$ cat src/rtl/mem_ctrl_v2.sv
// mem_ctrl_v2: parametrised single-port scratch RAM slave with a
// valid/ready request channel and a valid/ready response channel.
// After reset a sweep clears every word before requests are accepted.
// One transaction is outstanding at a time. The response appears
// RD_LATENCY cycles after the request is accepted.
// Optional build macro MEM_BYTE_STROBE_EN enables per-byte write strobes.
// Without it, wstrb_i is ignored and every write updates the full word.
module mem_ctrl_v2 #(
  parameter int WIDTH      = 16,
  parameter int DEPTH      = 16,
  parameter int ADDR_WIDTH = (DEPTH > 1) ? $clog2(DEPTH) : 1,
  parameter int RD_LATENCY = 1
) (
  input  logic                  clk_i,
  input  logic                  rst_i,
  input  logic                  valid_i,
  output logic                  ready_o,
  input  logic                  wr_rd_i,
  input  logic [ADDR_WIDTH-1:0] addr_i,
  input  logic [WIDTH-1:0]      wdata_i,
  input  logic [WIDTH/8-1:0]    wstrb_i,
  output logic                  resp_valid_o,
  input  logic                  resp_ready_i,
  output logic [WIDTH-1:0]      rdata_o,
  output logic                  err_o
);

  localparam int                  NBYTES    = WIDTH / 8;
  localparam logic [ADDR_WIDTH:0] DEPTH_C   = (ADDR_WIDTH + 1)'(DEPTH);
  localparam logic [ADDR_WIDTH-1:0] LAST_ADDR = ADDR_WIDTH'(DEPTH - 1);
  localparam logic [1:0]          LAT_LAST  = 2'((RD_LATENCY > 1) ? (RD_LATENCY - 2) : 0);

  typedef enum logic [1:0] {S_INIT, S_IDLE, S_WAIT, S_RESP} state_t;

  state_t                state_q;
  logic [ADDR_WIDTH-1:0] sweep_q;
  logic [1:0]            lat_q;
  logic                  ready_q;
  logic                  resp_valid_q;
  logic [WIDTH-1:0]      rdata_q;
  logic                  err_q;
  logic [WIDTH-1:0]      mem_q [0:DEPTH-1];

  logic                  accept;
  logic                  addr_err;
  logic                  wr_en;
  logic [WIDTH-1:0]      rdata_d;

  // Request decode: accept only in IDLE (ready_q is high only there).
  assign accept   = valid_i & ready_q;
  assign addr_err = ({1'b0, addr_i} >= DEPTH_C);
  assign wr_en    = accept & wr_rd_i & ~addr_err;

  // Read data captured at accept; writes and errors answer with zero.
  always_comb begin
    rdata_d = '0;
    if (!wr_rd_i && !addr_err) begin
      rdata_d = mem_q[addr_i];
    end
  end

`ifdef MEM_BYTE_STROBE_EN
  // Storage array: init sweep writes full words, requests honour strobes.
  always_ff @(posedge clk_i) begin
    if (state_q == S_INIT) begin
      mem_q[sweep_q] <= '0;
    end else if (wr_en) begin
      for (int k = 0; k < NBYTES; k++) begin
        if (wstrb_i[k]) begin
          mem_q[addr_i][8*k +: 8] <= wdata_i[8*k +: 8];
        end
      end
    end
  end
`else
  logic unused_wstrb;
  assign unused_wstrb = ^wstrb_i;

  // Storage array: init sweep and request writes both update full words.
  always_ff @(posedge clk_i) begin
    if (state_q == S_INIT) begin
      mem_q[sweep_q] <= '0;
    end else if (wr_en) begin
      mem_q[addr_i] <= wdata_i;
    end
  end
`endif

  // Control FSM with registered handshake and response outputs.
  always_ff @(posedge clk_i or negedge rst_i) begin
    if (!rst_i) begin
      state_q      <= S_INIT;
      sweep_q      <= '0;
      lat_q        <= '0;
      ready_q      <= 1'b0;
      resp_valid_q <= 1'b0;
      rdata_q      <= '0;
      err_q        <= 1'b0;
    end else begin
      case (state_q)
        S_INIT: begin
          if (sweep_q == LAST_ADDR) begin
            sweep_q <= '0;
            ready_q <= 1'b1;
            state_q <= S_IDLE;
          end else begin
            sweep_q <= sweep_q + ADDR_WIDTH'(1);
          end
        end
        S_IDLE: begin
          if (accept) begin
            ready_q <= 1'b0;
            rdata_q <= rdata_d;
            err_q   <= addr_err;
            lat_q   <= '0;
            if (RD_LATENCY > 1) begin
              state_q <= S_WAIT;
            end else begin
              resp_valid_q <= 1'b1;
              state_q      <= S_RESP;
            end
          end
        end
        S_WAIT: begin
          if (lat_q == LAT_LAST) begin
            resp_valid_q <= 1'b1;
            state_q      <= S_RESP;
          end else begin
            lat_q <= lat_q + 2'd1;
          end
        end
        S_RESP: begin
          if (resp_ready_i) begin
            resp_valid_q <= 1'b0;
            rdata_q      <= '0;
            err_q        <= 1'b0;
            ready_q      <= 1'b1;
            state_q      <= S_IDLE;
          end
        end
        default: begin
          state_q <= S_INIT;
        end
      endcase
    end
  end

  assign ready_o      = ready_q;
  assign resp_valid_o = resp_valid_q;
  assign rdata_o      = rdata_q;
  assign err_o        = err_q;

endmodule

$ cat config.mk
export PLATFORM = sky130hd
export DESIGN_NAME = mem_ctrl_v2
export DESIGN_NICKNAME = d
export VERILOG_FILES = /design/src/rtl/mem_ctrl_v2.sv
export SDC_FILE = /design/constraint.sdc
export NUM_CORES = 1
export LEC_CHECK = 0
export BUFFER_PORTS_ARGS = -buffer_cell sky130_fd_sc_hd__buf_2
export CORE_MARGIN = 4
export CORE_UTILIZATION = 60
export CTS_CLUSTER_DIAMETER = 40
export DETAILED_ROUTE_END_ITERATION = 7
export PLACE_DENSITY = 0.78
export SYNTH_ARGS = -nofsm -noshare
export SYNTH_HDL_FRONTEND = slang
export SYNTH_SLANG_ARGS = --single-unit
$ cat constraint.sdc
create_clock -name clk_i -period 5.8 [get_ports clk_i]
set_clock_uncertainty 0.2 [all_clocks]
set_input_delay 1.16 -clock clk_i [delete_from_list [all_inputs] [get_ports clk_i]]
set_output_delay 1.16 -clock clk_i [all_outputs]
set_load 0.01 [all_outputs]
==> results.yml <==
routing:
  ant_nets: 0
  vias: 5579
  drc: 0
  drt-total-wl_um: 22800
  wl_per_cell_um: 25.9
  routed_via_density: 6.33
  dr.pass1.iters: 5
  drt_iter0_markers: 556
layout:
  drive_gt1_share_pct: 27.6
  syn_to_final_growth_pct: 13.9
  antenna_cells: 0
  num-nets-final: 662
  finalInstanceArea_sq_um: 12700
power:
  p_per_area_nw_per_um2: 334
  power.total_mw: 4.26
  p_leak_nw: 3.98
  ir_drop_v: 0.000329
grt:
  grt_start_max_net_pins: 65
  grt_usage_pct: 23.1
  antenna_found_initial: 0
  grt_pass1_wl_um: 35000
  overflow: 0
  grt_pass1_vias: 5881
synthesis:
  synth_edf_count: 256
  async_flop_share_pct: 9.22
  synth_seq_area_share_pct: 74.6
  synthTopCellsByCount: "256 x edfxtp_1, 64 x mux4_2, 50 x nor2_1"
  yosysTopAreaCell: "edfxtp_1"
  netlist_instances: 556
  netlist.area_leader.share_pct: 68.8
  avgSynthCellArea_sq_um: 20.1
  synth_fp_nets: 591
  ys_ff_latch: 282
  ys.flop_type: "edfxtp_1"
  netlist_area_sq_um: 11200
  yosys_warnings: 0
  synthTopCellsByArea: "edfxtp_1 69%, mux4_2 13%, dfrtp_1 5.8%"
  yosysMostFrequentCell: "edfxtp_1"
  yosysUniqueCellTypes: 40
job:
  drv_cap: 0
floorplan:
  die_h_um: 144
  rows: 49
  die_w_um: 144
  io_pins: 46
  die_area_sq_um: 20900
  start_util_pct: 61.6
  core_sq_um: 18100
clock_network:
  cts_htree_levels: 2
  cts_setup_buffers: 0
  cts-root-buf: "clkbuf_16"
  ctsResizeCount: 0
  cts.sinks: 282
  hold_buffers: 0
  clkTransAtPathRegs_ns: 0.06
  cts_tree: "yes"
  cts_buffer_depth: 3
  clk_latency_ns: 0.50
  cts_inserted_buffers: 34
placed_design:
  portBuffers: 42
  hpwl_um: 13600
  place_congestion: 0.827
  dpl_cell_area_sq_um: 11600
sta:
  fin_tns_setup_ns: 0
  period_needed_ns: 4.01
  finalHoldViolCount: 0
  grt_setup_unrepaired: "no"
  worst_pin_slew_ns: 1.05
  maxSlewViolCount: 0
  report.final.setup_viol: 0
  max_freq_mhz: 249
  min_period_over_period_pct: 69.2
  slew_headroom_pct: 29.6
setup_path:
  cp_data_required_time_ns: 5.77
  cp_max_fo: 27
  arrival_ns: 3.99
  cp-end-kind: "register"
  startpoint_type: "register"
  crit_type: "reg -> reg"
worst_hold_path:
  hold_class: "reg -> reg"
outcome:
  status: "completed"
[critical path: stages, from the launching register on]
cell and delay [ns]:
dfrtp_1 0.39, inv_1 0.12, ha_1 0.34, and4b_1 0.96, nor2b_1 0.28, a21oi_1 0.16
nor2_1 0.82, buf_4 0.41
[state kept, by name (all words and copies together) (netlist names)]
| name | count |
|---|---|
| mem_q | 256 |
| rdata_o | 16 |
| sweep_q | 4 |
| lat_q | 2 |
| state_q | 2 |
| ready_o | 1 |
| resp_valid_o | 1 |
[area by class of cell]
cell class / count / area [sq um]
inverter: 11 / 41.3
timing repair buffer: 62 / 363
fill: 1113 / 5410
tap: 229 / 287
clock inverter: 21 / 153
sequential: 282 / 8340
multi-input combinational: 236 / 2620
clock buffer: 40 / 937
[power breakdown]
group	switching, mW	internal [mW]	leakage (nW)	total (mW)
registers	0	2.19	2.12	2.19
logic	0.0404	0.0286	1.34	0.0690
clock network	0.793	1.21	0.518	2.00
total	0.834	3.42	3.98	4.26
[path summary, 6_finish.rpt]
kind | from | endpoint | slack [ns] | cells after the start
min in group asynchronous | rst_i | rdata_o[3] | 0.52 | 1
max in group asynchronous | rst_i | rdata_o[11] | 4.42 | 1
max reg2reg | state_q[0] | mem_q[1][5] | 1.79 | 7
min | rdata_o[0] | rdata_o[0] | 0.28 | 1
min reg2reg | rdata_o[0] | rdata_o[0] | 0.28 | 1
max | state_q[0] | mem_q[1][5] | 1.79 | 7
[stage by stage]
| stage | hold slack [ns] | utilization, % | instances | setup slack, ns |
|---|---|---|---|---|
| 2_1_floorplan | 0.296 | - | 556 | 2.47 |
| 3_3_place_gp | 0.263 | 64.2 | 820 | 1.72 |
| 3_5_place_dp | 0.281 | 64.2 | 820 | 1.55 |
| 4_1_cts | 0.293 | 70.2 | 881 | 1.90 |
| 5_1_grt | 0.316 | 70.2 | 881 | 1.62 |
| 6_report | 0.283 | 70.2 | 881 | 1.79 |
[cells by family after synthesis]
family	share of synthesized area, %
simple gates	3.69
fa+ha+maj	0.895
mux	16.1
compound gates	2.56
xor+xnor	0.0784
other cells	0.0335
buf+inv	2.00
flops	74.6
[metal layers]
metal	track usage [%]	part of all wire, %	vias to the layer above
met5	0	0	-
met4	6.48	2.2	0
met3	4.23	7.2	48
met2	37.1	49	266
met1	33.5	42	2881
li1	-	-	2384
[cells in the final DEF, fill, tap and decap left out, types with 2 or more instances in the layout]
master	synthesis	routed
a211o_1	16	16
a21oi_1	3	3
a22o_1	2	2
a31oi_1	7	7
and2_1	16	16
buf_2	9	41
buf_4	3	21
clkbuf_1	6	3
clkbuf_16	0	37
clkinv_1	0	7
clkinv_2	0	3
clkinv_4	0	3
clkinvlp_4	0	5
dfrtp_1	26	26
edfxtp_1	256	256
ha_1	8	8
inv_1	11	11
inv_6	0	2
mux2_2	2	2
mux2i_1	34	34
mux4_2	64	64
nand2_1	7	7
nand3_1	4	4
nor2_1	50	50
nor3_1	2	2
nor3b_1	3	3
o21ai_0	3	3
Note: power is estimated with default switching activity, not from simulation.
